==> config.mk <==
export PLATFORM = sky130hd
export DESIGN_NAME = hilo_mult_ctrl
export DESIGN_NICKNAME = d
export VERILOG_FILES = /design/src/rtl/hilo_mult_ctrl.sv
export SDC_FILE = /design/constraint.sdc
export NUM_CORES = 1
export LEC_CHECK = 0
export ABC_CLOCK_PERIOD_IN_PS = 2100
export CAP_MARGIN = 10
export CORE_AREA = 3 3 140 210
export CTS_CLUSTER_SIZE = 40
export DETAILED_ROUTE_END_ITERATION = 10
export DIE_AREA = 0 0 143 213
export GPL_TIMING_DRIVEN = 0
export PLACE_DENSITY = 0.79
export SYNTH_ARGS = -nofsm -noshare
export SYNTH_HDL_FRONTEND = slang
export SYNTH_SLANG_ARGS = --single-unit
==> constraint.sdc <==
create_clock -name clk -period 2.1 [get_ports clk]
set_input_delay 0.315 -clock clk [delete_from_list [all_inputs] [get_ports clk]]
set_output_delay 0.315 -clock clk [all_outputs]
set_load 0.005 [all_outputs]
==> src/rtl/hilo_mult_ctrl.sv <==
// hilo_mult_ctrl: HI/LO register file and sequencer for an external iterative
// unsigned multiplier. Signed MULT operands are reduced to magnitudes before
// launch and the 64-bit product is sign-corrected before it lands in HI/LO.
module hilo_mult_ctrl #(
    parameter int TIMEOUT = 128
) (
    input  logic        clk,
    input  logic        reset_n,
    input  logic        op_valid,
    input  logic [1:0]  op,
    input  logic [31:0] rs,
    input  logic [31:0] rt,
    output logic        op_ready,
    output logic        busy,
    input  logic        mf_req,
    output logic        stall,
    output logic [31:0] hi,
    output logic [31:0] lo,
    output logic        err,
    output logic        mul_valid_in,
    output logic [31:0] mul_a,
    output logic [31:0] mul_b,
    input  logic        mul_valid_out,
    input  logic [63:0] mul_r
);

    localparam int CW = (TIMEOUT > 2) ? $clog2(TIMEOUT) : 1;

    localparam logic [1:0] OP_MULT  = 2'b00;
    localparam logic [1:0] OP_MULTU = 2'b01;
    localparam logic [1:0] OP_MTHI  = 2'b10;
    localparam logic [1:0] OP_MTLO  = 2'b11;

    typedef enum logic [1:0] {
        S_IDLE   = 2'b00,
        S_LAUNCH = 2'b01,
        S_WAIT   = 2'b10,
        S_FIX    = 2'b11
    } state_t;

    state_t       r_state;
    state_t       w_state_nxt;
    logic [31:0]  r_hi;
    logic [31:0]  r_lo;
    logic         r_err;
    logic         r_busy;
    logic         r_mul_valid_in;
    logic [31:0]  r_mul_a;
    logic [31:0]  r_mul_b;
    logic         r_neg;
    logic [63:0]  r_prod;
    logic [CW-1:0] r_cnt;
    logic         w_accept;
    logic         w_capture;
    logic         w_timeout;

    // Two's-complement magnitude; the most negative value maps onto itself,
    // which is exactly right when read back as unsigned.
    function automatic logic [31:0] mag32(input logic [31:0] x);
        mag32 = x[31] ? (~x + 32'd1) : x;
    endfunction

    // Conditional 64-bit negation used for the final sign correction.
    function automatic logic [63:0] cneg64(input logic neg, input logic [63:0] x);
        cneg64 = neg ? (~x + 64'd1) : x;
    endfunction

    assign op_ready     = ~r_busy;
    assign busy         = r_busy;
    assign stall        = mf_req & r_busy;
    assign hi           = r_hi;
    assign lo           = r_lo;
    assign err          = r_err;
    assign mul_valid_in = r_mul_valid_in;
    assign mul_a        = r_mul_a;
    assign mul_b        = r_mul_b;

    assign w_accept = op_valid & (r_state == S_IDLE);

    // Next-state decode; also flags product capture and WAIT timeout.
    always_comb begin
        w_state_nxt = r_state;
        w_capture   = 1'b0;
        w_timeout   = 1'b0;
        case (r_state)
            S_IDLE: begin
                if (w_accept && (op[1] == 1'b0)) begin
                    w_state_nxt = S_LAUNCH;
                end else begin
                    w_state_nxt = S_IDLE;
                end
            end
            S_LAUNCH: begin
                w_state_nxt = S_WAIT;
            end
            S_WAIT: begin
                if (mul_valid_out) begin
                    w_capture   = 1'b1;
                    w_state_nxt = S_FIX;
                end else if (r_cnt == CW'(TIMEOUT - 1)) begin
                    w_timeout   = 1'b1;
                    w_state_nxt = S_IDLE;
                end else begin
                    w_state_nxt = S_WAIT;
                end
            end
            S_FIX: begin
                w_state_nxt = S_IDLE;
            end
            default: begin
                w_state_nxt = S_IDLE;
            end
        endcase
    end

    // State register plus registered busy / start-pulse outputs.
    always_ff @(posedge clk or negedge reset_n) begin
        if (!reset_n) begin
            r_state        <= S_IDLE;
            r_busy         <= 1'b0;
            r_mul_valid_in <= 1'b0;
        end else begin
            r_state        <= w_state_nxt;
            r_busy         <= (w_state_nxt != S_IDLE);
            r_mul_valid_in <= (w_state_nxt == S_LAUNCH);
        end
    end

    // Operand latching at acceptance; held stable until the next multiply.
    always_ff @(posedge clk or negedge reset_n) begin
        if (!reset_n) begin
            r_mul_a <= 32'd0;
            r_mul_b <= 32'd0;
            r_neg   <= 1'b0;
        end else if (w_accept && (op == OP_MULT)) begin
            r_mul_a <= mag32(rs);
            r_mul_b <= mag32(rt);
            r_neg   <= rs[31] ^ rt[31];
        end else if (w_accept && (op == OP_MULTU)) begin
            r_mul_a <= rs;
            r_mul_b <= rt;
            r_neg   <= 1'b0;
        end else begin
            r_mul_a <= r_mul_a;
            r_mul_b <= r_mul_b;
            r_neg   <= r_neg;
        end
    end

    // WAIT cycle counter and raw product capture.
    always_ff @(posedge clk or negedge reset_n) begin
        if (!reset_n) begin
            r_cnt  <= '0;
            r_prod <= 64'd0;
        end else begin
            if (r_state == S_LAUNCH) begin
                r_cnt <= '0;
            end else if ((r_state == S_WAIT) && !w_capture && !w_timeout) begin
                r_cnt <= r_cnt + CW'(1);
            end else begin
                r_cnt <= r_cnt;
            end
            if (w_capture) begin
                r_prod <= mul_r;
            end else begin
                r_prod <= r_prod;
            end
        end
    end

    // Architectural HI/LO: direct moves in IDLE, sign-corrected product in FIX.
    always_ff @(posedge clk or negedge reset_n) begin
        if (!reset_n) begin
            r_hi <= 32'd0;
            r_lo <= 32'd0;
        end else if (r_state == S_FIX) begin
            {r_hi, r_lo} <= cneg64(r_neg, r_prod);
        end else if (w_accept && (op == OP_MTHI)) begin
            r_hi <= rs;
        end else if (w_accept && (op == OP_MTLO)) begin
            r_lo <= rs;
        end else begin
            r_hi <= r_hi;
            r_lo <= r_lo;
        end
    end

    // Sticky timeout flag, cleared only by reset.
    always_ff @(posedge clk or negedge reset_n) begin
        if (!reset_n) begin
            r_err <= 1'b0;
        end else if (w_timeout) begin
            r_err <= 1'b1;
        end else begin
            r_err <= r_err;
        end
    end

endmodule

==> summary.md <==
| Metric | Value |
|---|---|
| CTS Buf Count | `22` |
| P&R area growth vs syn | `54.9%` |
| IO Port Bufs | `about 270` |
| Total gr overflow | `0` |
| Chip Height | `around 210 um` |
| Total Power | `23.1 mW` |
| First-pass GRT wire length | `61000 um` |
| Post-DRT Antenna Nets | `0` |
| Vias in the first global route | `10.5k` |
| Min Clock Period, post-route | `2.54 ns` |
| Kind of critical path | `register to register` |
| Comb pwr share | `between 40% and 50%` |
| CTS H-tree depth | `1` |
| Die ar. | `30500 um^2` |
| RSZ-0062 raised after global routing | `yes` |
| Max Cap Viol | `0` |
| Clock latency on the worst-skew pair | `0.51 ns` |
| Worst-Margin Slew | `0.954 ns` |
| Crit-path cells | `or3_4, nor4_4, buf_6, buf_4, nand3_4, o41ai_4, xor2_2, a21oi_1` |
| I/O pin total | `268` |
| Row count | `75` |
| Commonest cells post-synth | `dfrtp_1, nand2_1, mux2_2, o21ai_0, xor2_1` |
| CTS tree | `yes` |
| Area contributors post-synth | `dfrtp_1, mux2_2, xor2_1, o21ai_0, nand2_1` |
| Crit path arrival time | `2.91 ns` |
| Worst-case clock buffer depth | `3` |
| Share of post-route cells with drive strength above 1 | `around 30%` |
| Failing checks | `setup timing` |
| Worst hold margin | `approximately 0.20 ns` |
| Clock power frac | `19.0%` |
| Gp weighted congestion | `0.918` |
| Switching pwr | `between 8 and 9 mW` |
| Primary FF master, synth | `dfrtp_1` |
| Initial antenna violation count | `3` |
| Die width | `143 um` |
| CP endpoint kind | `register` |
| Worst vdd ir | `between 800 and 900 uV` |
| Detailed Routing Iterations Pass 1 | `5` |
| Setup TNS | `-13.96 ns` |
| Fillers | `2193` |
| Synth top area share | `46.6%` |
| Slew Limit Fails | `0` |
| Sequential area share after synthesis | `between 40% and 50%` |
| Mapped Cells | `1103` |
| Slew HR | `36.4%` |
| Core box area | `27900 um^2` |
| Count leader, synth | `dfrtp_1` |
| Required @ worst endpoint | `2.47 ns` |
| Worst Hold Class | `input port to register` |
| Placed inst area | `roughly 14000 um^2` |
| Slack of the critical path | `-0.443 ns` |
| Crit path max fanout | `6` |
| Mean Syn Cell Area | `9.99 um^2` |
| Slowest Stage Delay on Critical Path | `0.44 ns` |
| Netlist area before placement | `11000 um^2` |
| Total nets after synthesis | `1242` |
| Placed Instances | `1716` |
| Dpl ws | `-1.12 ns` |
| Final core utilization | `61.2%` |
| Nets | `1599` |
| CP Launch Type | `register` |
| Largest net degree at the start of global routing | `104` |
| Iteration-0 DRC Markers | `624` |
| Routed len/inst | `23.4 um` |
| Final Hold Viols | `0` |
| Finished Layout Cells | `about 1.8k` |
| DR DRC count | `0` |
| Slowest stage cell, crit path | `dfrtp_2` |
| CTS Root Cell | `clkbuf_16` |
| Initial Utilization | `39.5%` |
| Reg area | `5140 um^2` |
| Detailed Place HPWL | `just over 30000 um` |
| FFs w/ async S/R, synth | `100%` |
| Status | `finished with violations` |
| EDFF count, synth | `0` |
| Clk sinks | `205` |
| Tcrit/Tclk final | `121%` |
| Footprint of the multi-input gates | `slightly below 7000 um^2` |
| Clk slew on worst S/H paths | `0.06 ns` |
| Yosys top cell by area | `dfrtp_1` |
| Internal power | `14.3 mW` |
| Final number of setup-violating endpoints | `74` |
| Via-to-Cell Ratio | `roughly 5.7` |
| Design area | `~17000 um^2` |
| Pwr per Cell Area | `1360 nW/um^2` |
| Fmax | `~0.39 GHz` |
| Syn. warnings | `0` |
| Fin Clk Skew | `roughly 0.012 ns` |
| Synth unique cells | `48` |
| Power share of the sequential group | `34.0%` |
| Sw Share | `38.1%` |
| Routed vias | `10.4k` |
| Total Wirelength | `about 43000 um` |
| Total track usage | `26.2%` |
| Lkg Pwr | `6.86 nW` |
| Seq cells post-synth | `205` |
## logic make-up after synthesis
family	count (synthesis)	share of synthesized area (%)
AND/OR/NAND/NOR	332	15.0
AO/OA/AOI/OAI	235	12.7
flip-flops	205	46.6
multiplexers	126	12.7
XOR/XNOR	124	9.86
buffers and inverters	77	2.67
adder cells (fa/ha/maj)	4	0.454
## sequential cells by signal (all words and copies together), names as in the netlist
signal / flops
r_cnt: 7
r_state: 2
err: 1
mul_b: 32
r_prod: 64
lo: 32
r_neg: 1
mul_valid_in: 1
hi: 32
busy: 1
mul_a: 32
## placed cells by master, fill, tap and decap left out, drive strengths merged, types with 3 or more instances in the layout
master and count:
a21oi 48, a31oi 7, and2 5, and3 3
buf 84, bufinv 5, clkbuf 80, clkdlybuf4s50 237
clkinv 4, dfrtp 205, diode 4, dlygate4sd2 10
dlymetal6s2s 14, ha 4, inv 12, mux2 113
mux2i 13, nand2 136, nand2b 7, nand3 14
nand4 10, nor2 77, nor2b 4, nor3 18
nor4 16, o21ai 118, o31ai 33, o41ai 25
or2 4, or3 18, or4 16, xnor2 39
xor2 85
## repair_timing
action	4_1_cts	5_1_grt
endpoints found under the hold margin	102	0
hold buffers	1	0
pin swaps	75	72
resized for setup	222	168
gates cloned	3	1
endpoints found under the setup margin	168	148
setup buffers	39	33
## final timing paths
path | startpoint | to | slack (ns) | depth (start not counted)
worst max-delay path | r_prod[13] | hi[8] | -0.44 | 8
worst min-delay path | rt[6] | mul_b[6] | 0.20 | 3
worst max register to register | r_prod[13] | hi[8] | -0.44 | 8
worst min register to register | err | err | 0.48 | 1
max in group asynchronous | reset_n | r_prod[10] | 0.65 | 3
min in group asynchronous | reset_n | r_cnt[2] | 0.43 | 2
## final cells by class
class                   count  area share, %
multi-input cells         822           40.3
flip-flops and latches    205           30.2
repair buffers            341           20.0
clock buffers              30           3.70
well taps                 346           2.54
plain buffers              55           1.74
clock inverters            10           1.08
inverters                  13          0.396
diodes                      4         0.0587
## worst max-delay path, delay by kind of cell (launching register included)
family	cells	cell delay [ns]
buf+inv	2	0.31
compound gates	2	0.49
flops	1	0.44
simple gates	3	0.87
xor+xnor	1	0.30
## power by group through the flow
stage	registers, mW	clock network (mW)	logic (mW)
2_1_floorplan	7.27	0	4.61
3_3_place_gp	7.56	0	9.01
3_5_place_dp	7.68	0	9.19
4_1_cts	7.70	4.43	10.2
5_1_grt	8.05	4.58	11.6
6_report	7.86	4.39	10.9
## metal layers
layer	vias to the layer above	global-route usage, %	share of wire, %
met5	-	0	0
met3	195	4.39	6.6
met1	5048	27.4	34
li1	4628	-	-
met4	0	19.4	9.2
met2	561	46.4	50
(Power assumes the default switching activity.)
